$ cat src/rtl/mul_accumulator.sv
// mul_accumulator: registered accumulate stage behind the 16x16 signed array
// multiplier. Sums LENGTH consecutive 32-bit signed products into an
// ACC_BITS-wide signed accumulator. The sum is presented through a
// valid/ready handshake.
// Optional feature: define MUL_ACCUMULATOR_SATURATE_EN to clamp the
// accumulator on signed overflow. Without it, the accumulator wraps.
module mul_accumulator #(
    parameter int unsigned LENGTH   = 16,
    parameter int unsigned ACC_BITS = 40,
    parameter int unsigned CNT_BITS = 8
) (
    input  logic                       clock,
    input  logic                       reset_n,
    input  logic signed [31:0]         product,
    input  logic                       inValid,
    output logic                       inReady,
    input  logic                       clear,
    output logic signed [ACC_BITS-1:0] result,
    output logic                       outValid,
    input  logic                       outReady,
    output logic                       overflow,
    output logic [CNT_BITS-1:0]        beatCount
);

    typedef enum logic [1:0] {
        ACCUM,
        DRAIN,
        DONE
    } state_t;

    localparam logic [CNT_BITS-1:0]        LAST_BEAT = CNT_BITS'(LENGTH);
    localparam logic signed [ACC_BITS-1:0] ACC_MAX   = {1'b0, {(ACC_BITS-1){1'b1}}};
    localparam logic signed [ACC_BITS-1:0] ACC_MIN   = {1'b1, {(ACC_BITS-1){1'b0}}};

    state_t                     state;
    state_t                     state_next;
    logic signed [31:0]         p_reg;
    logic                       p_valid;
    logic signed [ACC_BITS-1:0] acc;
    logic signed [ACC_BITS-1:0] addend;
    logic signed [ACC_BITS-1:0] sum;
    logic signed [ACC_BITS-1:0] add_value;
    logic                       add_ovf;
    logic                       ovf_flag;
    logic [CNT_BITS-1:0]        beat_cnt;
    logic [CNT_BITS-1:0]        beat_next;
    logic                       accept;
    logic                       take;
    logic                       last_beat;

    // Accept only while ready. An abort in the same cycle drops the product.
    assign accept    = inValid && inReady && !clear;
    assign take      = outValid && outReady;
    assign beat_next = beat_cnt + CNT_BITS'(1);
    assign last_beat = (beat_next == LAST_BEAT);

    assign result    = acc;
    assign overflow  = ovf_flag;
    assign beatCount = beat_cnt;

    // State register
    always_ff @(posedge clock or negedge reset_n) begin
        if (!reset_n) begin
            state <= ACCUM;
        end else begin
            state <= state_next;
        end
    end

    // Next-state logic; abort overrides every state.
    // DRAIN waits until the captured final product has been added. The
    // completed sum is therefore stable when DONE starts.
    always_comb begin
        state_next = state;
        if (clear) begin
            state_next = ACCUM;
        end else begin
            case (state)
                ACCUM:   if (accept && last_beat) state_next = DRAIN;
                DRAIN:   if (!p_valid)            state_next = DONE;
                DONE:    if (outReady)            state_next = ACCUM;
                default:                          state_next = ACCUM;
            endcase
        end
    end

    // Handshake outputs decoded from the current state
    always_comb begin
        inReady  = 1'b0;
        outValid = 1'b0;
        case (state)
            ACCUM:   inReady  = 1'b1;
            DRAIN:   inReady  = 1'b0;
            DONE:    outValid = 1'b1;
            default: inReady  = 1'b0;
        endcase
    end

    // Sign-extended add with overflow detection and optional clamping
    always_comb begin
        addend  = ACC_BITS'(p_reg);
        sum     = acc + addend;
        add_ovf = (acc[ACC_BITS-1] == addend[ACC_BITS-1]) &&
                  (sum[ACC_BITS-1] != acc[ACC_BITS-1]);
`ifdef MUL_ACCUMULATOR_SATURATE_EN
        if (add_ovf) begin
            add_value = acc[ACC_BITS-1] ? ACC_MIN : ACC_MAX;
        end else begin
            add_value = sum;
        end
`else
        add_value = sum;
`endif
    end

    // Capture stage, accumulate stage, beat counter and sticky overflow
    always_ff @(posedge clock or negedge reset_n) begin
        if (!reset_n) begin
            p_reg    <= '0;
            p_valid  <= 1'b0;
            acc      <= '0;
            beat_cnt <= '0;
            ovf_flag <= 1'b0;
        end else if (clear) begin
            p_valid  <= 1'b0;
            acc      <= '0;
            beat_cnt <= '0;
            ovf_flag <= 1'b0;
        end else begin
            p_valid <= accept;
            if (accept) begin
                p_reg    <= product;
                beat_cnt <= beat_next;
            end
            if (p_valid) begin
                acc <= add_value;
                if (add_ovf) begin
                    ovf_flag <= 1'b1;
                end
            end
            if (take) begin
                acc      <= '0;
                beat_cnt <= '0;
                ovf_flag <= 1'b0;
            end
        end
    end

endmodule

$ cat config.mk
export PLATFORM = sky130hd
export DESIGN_NAME = mul_accumulator
export DESIGN_NICKNAME = d
export VERILOG_FILES = /design/src/rtl/mul_accumulator.sv
export SDC_FILE = /design/constraint.sdc
export NUM_CORES = 1
export LEC_CHECK = 0
export ABC_AREA = 1
export BUFFER_PORTS_ARGS = -buffer_cell sky130_fd_sc_hd__buf_2
export CELL_PAD_IN_SITES_DETAIL_PLACEMENT = 0
export CELL_PAD_IN_SITES_GLOBAL_PLACEMENT = 1
export CORE_ASPECT_RATIO = 1.4
export CORE_MARGIN = 4
export CORE_UTILIZATION = 37
export DETAILED_ROUTE_END_ITERATION = 12
export PLACE_DENSITY_LB_ADDON = 0.2
export SETUP_SLACK_MARGIN = 0.5
export SLEW_MARGIN = 30
export SYNTH_ARGS = -nofsm -noshare
export SYNTH_HDL_FRONTEND = slang
export SYNTH_SLANG_ARGS = --single-unit
$ cat constraint.sdc
create_clock -name clock -period 2 [get_ports clock]
set_clock_uncertainty 0.05 [all_clocks]
set_input_delay 0.2 -clock clock [delete_from_list [all_inputs] [get_ports clock]]
set_output_delay 0.2 -clock clock [all_outputs]
set_load 0.02 [all_outputs]
==> results.json, run 1 <==
{
  "ys_warn_count": 0,
  "slowest_delay_ns": 0.39,
  "cts_tree": "built",
  "place_ws_ns": -0.172,
  "setup_slack_ns": -0.0218,
  "critPathMaxFanout": 4,
  "dieArea_mm2": 0.0184,
  "ys_types": 41,
  "finalCritPeriodShare_pct": 101,
  "synth_nets": 961,
  "synth_common_cells": "341 x nand2_1, 84 x dfrtp_1, 82 x inv_1, 77 x nor2_1, 55 x a21oi_1",
  "cap_violations": 0,
  "grt_start_max_net_pins": 50,
  "cts_root_buf": "clkbuf_16",
  "post-route-drc-count": 0,
  "tightest_slew_ns": 0.412,
  "p_leak_nw": 4.82,
  "setup_viol": 4,
  "io_buffer_count": 87,
  "period_needed_ns": 2.02,
  "fin_cells": 1310,
  "fin_area_mm2": 0.00977,
  "path_cells": "ha_4 -> inv_2 -> fa_2 -> o21ai_4 -> nand2_1 -> nand2_2 -> nand2_2 -> nand2_4 -> nand3_2 -> nand2_2 -> nand2_1 -> nand2_1 -> o21ai_2",
  "antenna_found_initial": 0,
  "drt-wirelength-per-cell_um": 15.8,
  "dp_cells": 1205,
  "outcome": "finished, violations left",
  "drt-initial-drc-count": 328,
  "htree_levels": 3,
  "nNetsFinal": 1188,
  "syn_avg_cell_area_um2": 6.83,
  "overflow": 0,
  "utilization_pct": 61.8,
  "synthFlopType": "dfrtp_1",
  "start_util_pct": 38.1,
  "fmax_mhz": 495,
  "ys_seq_elements": 84,
  "start_kind": "register",
  "peakVddDrop_uv": 444,
  "firstDrtPassIters": 5,
  "r2r_start": "result[0]$_DFFE_PN0P_",
  "failed_checks": "setup timing",
  "hold_violations": 0,
  "die_x_um": 116,
  "synth_top_area_share_pct": 34.9,
  "rsz0062_at_grt": "true",
  "worst-setup-path-type": "register to register",
  "startpoint": "result[0]$_DFFE_PN0P_",
  "slew_viol_final": 0,
  "clockBufferDepth": 2,
  "arrival_ns": 2.21,
  "via_per_inst": 4.95,
  "crit_slowest_cell": "dfrtp_2",
  "synth-async-reset-ratio_pct": 100,
  "final.setup.tns_ns": -0.0526,
  "hold_path_class": "input pin to register",
  "yosysTopAreaCell": "dfrtp_1",
  "synthTopCellsByArea": "dfrtp_1 35%, nand2_1 21%, ha_1 8.5%",
  "synthesis.area_mm2": 0.00603,
  "largest_reg_flops": 40,
  "cts_buffers": 9,
  "ant_nets": 0,
  "clock-sinks": 84,
  "rows": 54,
  "vias": 6488,
  "dpl_cell_area_mm2": 0.00776,
  "die_h_um": 159,
  "cp-end-kind": "register",
  "post-synth-top-count-cell": "nand2_1",
  "syn_inst": 882,
  "grt_pass1_vias": 6644,
  "synth_edf_count": 0,
  "area_delta_synth_final_pct": 62.1,
  "clk_latency_ns": 0.36,
  "fp.coreArea_mm2": 0.0158,
  "min-delay-start": "product[16]",
  "dp_hpwl_um": 15400,
  "wirelength_um": 20700,
  "required_ns": 2.19,
  "grtUsageTotal_pct": 22.5,
  "synth_seq_area_share_pct": 34.9,
  "gp_congestion": 0.914,
  "powerDensity_mw_per_mm2": 614,
  "layout-drive-gt1-share_pct": 48.3,
  "relSlewSlack_pct": 72.3,
  "ios": 88,
  "grt_pass1_wl_um": 33000,
  "clk_pin_slew_worst_paths_ns": 0.07,
  "antenna_cells": 0
}
## layer usage
metal / share of wire, % / wire, um / GRT usage [%] / up-vias
met5: 0 / 0 / 0 / -
met4: 2.5 / 509 / 6.91 / 0
met3: 2.6 / 542 / 3.12 / 35
met2: 54 / 11200 / 41.5 / 114
met1: 41 / 8460 / 26.3 / 3036
li1: - / - / - / 3303
## power by group
part / total, mW / leakage, nW / internal (mW) / switching [mW]
Sequential: 2.03 / 1.05 / 1.86 / 0.170
Clock: 1.61 / 0.136 / 0.847 / 0.766
Combinational: 2.36 / 3.63 / 1.07 / 1.28
## metrics by stage
| stage | hold WS [ns] | total power [mW] |
|---|---|---|
| after floorplan | -0.146 | 3.20 |
| after global placement | -0.00486 | 3.79 |
| after detailed placement | -0.00503 | 3.79 |
| after CTS | 0.000677 | 5.81 |
| after global routing | 0.00586 | 6.33 |
| final | 0.00333 | 6.00 |
## placed cells by master (no fill, tap or decap), types with 23 or more instances in the layout
cell           instances
buf_2                 86
dfrtp_2               34
dfrtp_1               49
nand2_1              271
a21oi_2               26
dlygate4sd3_1         23
nor2_1                40
ha_4                  39
buf_4                100
nand2_2               49
nor2_2                26
inv_1                 69
nand2_4               34
o21ai_1               31
## cell families (layout without fill, tap and decap cells)
kind of cell | Yosys count | in the layout | share of synthesized area (%)
fa+ha+maj | 42 | 42 | 8.84
flops | 84 | 84 | 34.9
simple gates | 508 | 508 | 35.5
compound gates | 138 | 138 | 13.0
buf+inv | 101 | 333 | 6.48
xor+xnor | 9 | 9 | 1.31
## worst paths after layout
kind	slack, ns	end	cells after the start
setup / recovery	-0.02	result[32]$_DFFE_PN0P_	13
hold reg to reg	0.47	p_reg[7]$_DFFE_PN0P_	2
max in group asynchronous	1.10	result[16]$_DFFE_PN0P_	3
hold / removal	0.003	p_reg[16]$_DFFE_PN0P_	3
setup reg to reg	-0.02	result[32]$_DFFE_PN0P_	13
min in group asynchronous	0.16	p_reg[29]$_DFFE_PN0P_	2
## area by class of cell
cell class                 count  area, um^2
fill                        1460        6040
multi-input combinational    697        5050
sequential                    84        2150
timing repair buffer         230        1710
inverter                      87         344
tap                          196         245
clock buffer                   9         225
clock inverter                 7        48.8
## critical path: cells and delay by family, from the launching register on
family                   cells  cell delay (ns)
buffers and inverters        1             0.03
adder cells (fa/ha/maj)      2             0.51
AO/OA/AOI/OAI                2             0.25
flip-flops                   1             0.39
AND/OR/NAND/NOR              8             0.66
## repair_timing
item | 4_1_cts | 5_1_grt
hold endpoints to repair | 106 | 0
endpoints found under the setup margin | 79 | 49
gates resized for setup | 177 | 98
pin swaps | 90 | 61
setup buffers | 44 | 22
hold buffers | 23 | 0
(Power assumes the default switching activity.)
==> run 2, diff against run 1 <==
--- a/config.mk
+++ b/config.mk
@@ -7,11 +7,9 @@
 export LEC_CHECK = 0
 export ABC_AREA = 1
 export BUFFER_PORTS_ARGS = -buffer_cell sky130_fd_sc_hd__buf_2
-export CELL_PAD_IN_SITES_DETAIL_PLACEMENT = 0
-export CELL_PAD_IN_SITES_GLOBAL_PLACEMENT = 1
 export CORE_ASPECT_RATIO = 1.4
 export CORE_MARGIN = 4
-export CORE_UTILIZATION = 37
+export CORE_UTILIZATION = 45
 export DETAILED_ROUTE_END_ITERATION = 12
 export PLACE_DENSITY_LB_ADDON = 0.2
 export SETUP_SLACK_MARGIN = 0.5
==> run 2 against run 1 <==
The run ends with hold timing, setup timing left. Setup slack got worse by 0.013 ns. Final cell count fell by 2.2%. Largest cell class unchanged. Critical path depth stayed put. Sequential share of layout area grew 0.20 points. Non-clock buffer count down 11. Maximum frequency is 0.63% lower. Sequential power barely moved. Final area decreased by 0.88%. Via count up 3.2%.
==> results.json, run 2 (synthesis results as in run 1) <==
{
  "final.setup.tns_ns": -0.118,
  "drt-initial-drc-count": 346,
  "grtUsageTotal_pct": 25.9,
  "grt_start_max_net_pins": 85,
  "cts_tree": "built",
  "rr_worst_depth": 13,
  "reg2reg_slack_ns": -0.03,
  "powerDensity_mw_per_mm2": 617,
  "setup_viol": 8,
  "grt_pass1_vias": 6617,
  "tightest_slew_ns": 0.446,
  "hold_violations": 1,
  "slew_viol_final": 0,
  "antenna_found_initial": 0,
  "cts_buffers": 9,
  "clock-sinks": 84,
  "setup_slack_ns": -0.0345,
  "critPathMaxFanout": 4,
  "dp_hpwl_um": 14100,
  "hold_path_depth": 3,
  "grt_pass1_wl_um": 32200,
  "htree_levels": 3,
  "start_util_pct": 46.4,
  "fp.coreArea_mm2": 0.0130,
  "cp-end-kind": "register",
  "finalCritPeriodShare_pct": 102,
  "final_common_cell": "nand2_1",
  "start_kind": "register",
  "clk_latency_ns": 0.36,
  "p_leak_nw": 4.78,
  "clk_pin_slew_worst_paths_ns": 0.07,
  "overflow": 0,
  "fill_cells": 973,
  "rows": 49,
  "clockBufferDepth": 2,
  "antenna_cells": 0,
  "r2r_start": "p_reg[0]$_DFFE_PN0P_",
  "die_h_um": 145,
  "fmax_mhz": 492,
  "cts_root_buf": "clkbuf_16",
  "min-delay-start": "product[6]",
  "multi_input_area_mm2": 0.00507,
  "io_buffer_count": 87,
  "largest_reg_flops": 40,
  "die_x_um": 106,
  "outcome": "finished, violations left",
  "required_ns": 2.20,
  "nNetsFinal": 1177,
  "timing.hold.ws_ns": -0.0000583,
  "ios": 88,
  "dieArea_mm2": 0.0153,
  "worst-setup-path-type": "register to register",
  "peakVddDrop_uv": 407,
  "failed_checks": "hold timing, setup timing",
  "post-route-drc-count": 0,
  "regArea_mm2": 0.00215,
  "wirelength_um": 20900,
  "area_delta_synth_final_pct": 60.7,
  "firstDrtPassIters": 10,
  "rsz0062_at_grt": "true",
  "relSlewSlack_pct": 70.3,
  "r2r-end": "result[32]$_DFFE_PN0P_",
  "holdPathEnd": "p_reg[6]$_DFFE_PN0P_",
  "via_per_inst": 5.23,
  "hold_path_class": "input pin to register",
  "vias": 6696,
  "arrival_ns": 2.23,
  "layout-drive-gt1-share_pct": 47.2,
  "ant_nets": 0,
  "drt-wirelength-per-cell_um": 16.3,
  "gp_congestion": 0.987,
  "final_cell_mix": "272 x nand2_1, 85 x buf_2, 85 x buf_4",
  "period_needed_ns": 2.03,
  "cap_violations": 0
}
[run 2: cell types whose count changed in the layout (fill, tap and decap cells not counted), moves of 3 or more]
cell           delta
a21oi_1           +9
a21oi_2           -9
buf_12            -5
buf_4            -15
buf_6            +13
dlygate4sd3_1     -3
inv_2             -4
inv_4             +4
nand2_4           -3
nand3_2           -3
nand3_4           +3
nor2_2            -8
nor2_4            +6
[run 2: how the worst max path moves through the flow]
stage / startpoint / to
floorplan: result[0]$_DFFE_PN0P_ / result[32]$_DFFE_PN0P_
global placement: p_reg[31]$_DFFE_PN0P_ / result[32]$_DFFE_PN0P_
detailed placement: p_reg[0]$_DFFE_PN0P_ / result[32]$_DFFE_PN0P_
CTS: p_reg[0]$_DFFE_PN0P_ / result[32]$_DFFE_PN0P_
global route: result[17]$_DFFE_PN0P_ / result[30]$_DFFE_PN0P_
finish: p_reg[0]$_DFFE_PN0P_ / result[32]$_DFFE_PN0P_
[run 2: through the flow]
stage	utilization, %	cell area [um^2]	total power, mW	instances	worst slack, ns
after floorplan	-	6700	3.20	882	0.0885
after global placement	59.2	7690	3.75	1183	-0.139
after detailed placement	59.2	7690	3.77	1183	-0.154
after CTS	70.1	9110	5.76	1256	-0.0447
after global routing	74.5	9690	6.27	1281	-0.174
final	74.5	9690	5.98	1281	-0.0345
[run 2: power breakdown]
group	internal [mW]	total (mW)	switching (mW)	leakage, nW
Clock	0.858	1.63	0.776	0.133
Combinational	1.03	2.30	1.28	3.59
Sequential	1.86	2.04	0.182	1.05
[run 2: worst max-delay path, stage by stage, from the launching register on]
cell	delay [ns]
dfrtp_1	0.39
ha_4	0.16
inv_2	0.04
fa_2	0.38
o21ai_4	0.19
nand2_1	0.09
nand2_2	0.09
nand2_2	0.08
nand2_4	0.09
nand3_2	0.07
nand2_2	0.12
nand2_1	0.06
nand2_1	0.07
o21ai_2	0.05
[run 2: per-layer routing]
layer / vias to the layer above / track usage, % / wire (um)
met1: 3173 / 29.5 / 8010
met2: 192 / 48.0 / 11200
met4: 0 / 10.5 / 821
met3: 54 / 3.73 / 902
li1: 3277 / - / -
met5: - / 0 / 0
[run 2: cell type report]
class / instances / area share [%]
multi-input cells: 697 / 52.4
repair buffers: 219 / 16.6
well taps: 178 / 2.30
inverters: 87 / 3.66
flip-flops and latches: 84 / 22.2
clock buffers: 9 / 2.33
clock inverters: 7 / 0.568
[run 2: repair_timing]
action / in CTS / in global routing
setup buffers: 37 / 25
setup endpoints to repair: 77 / 57
hold endpoints to repair: 103 / 0
pin swaps: 96 / 77
resized for setup: 177 / 108
hold buffers: 20 / 0
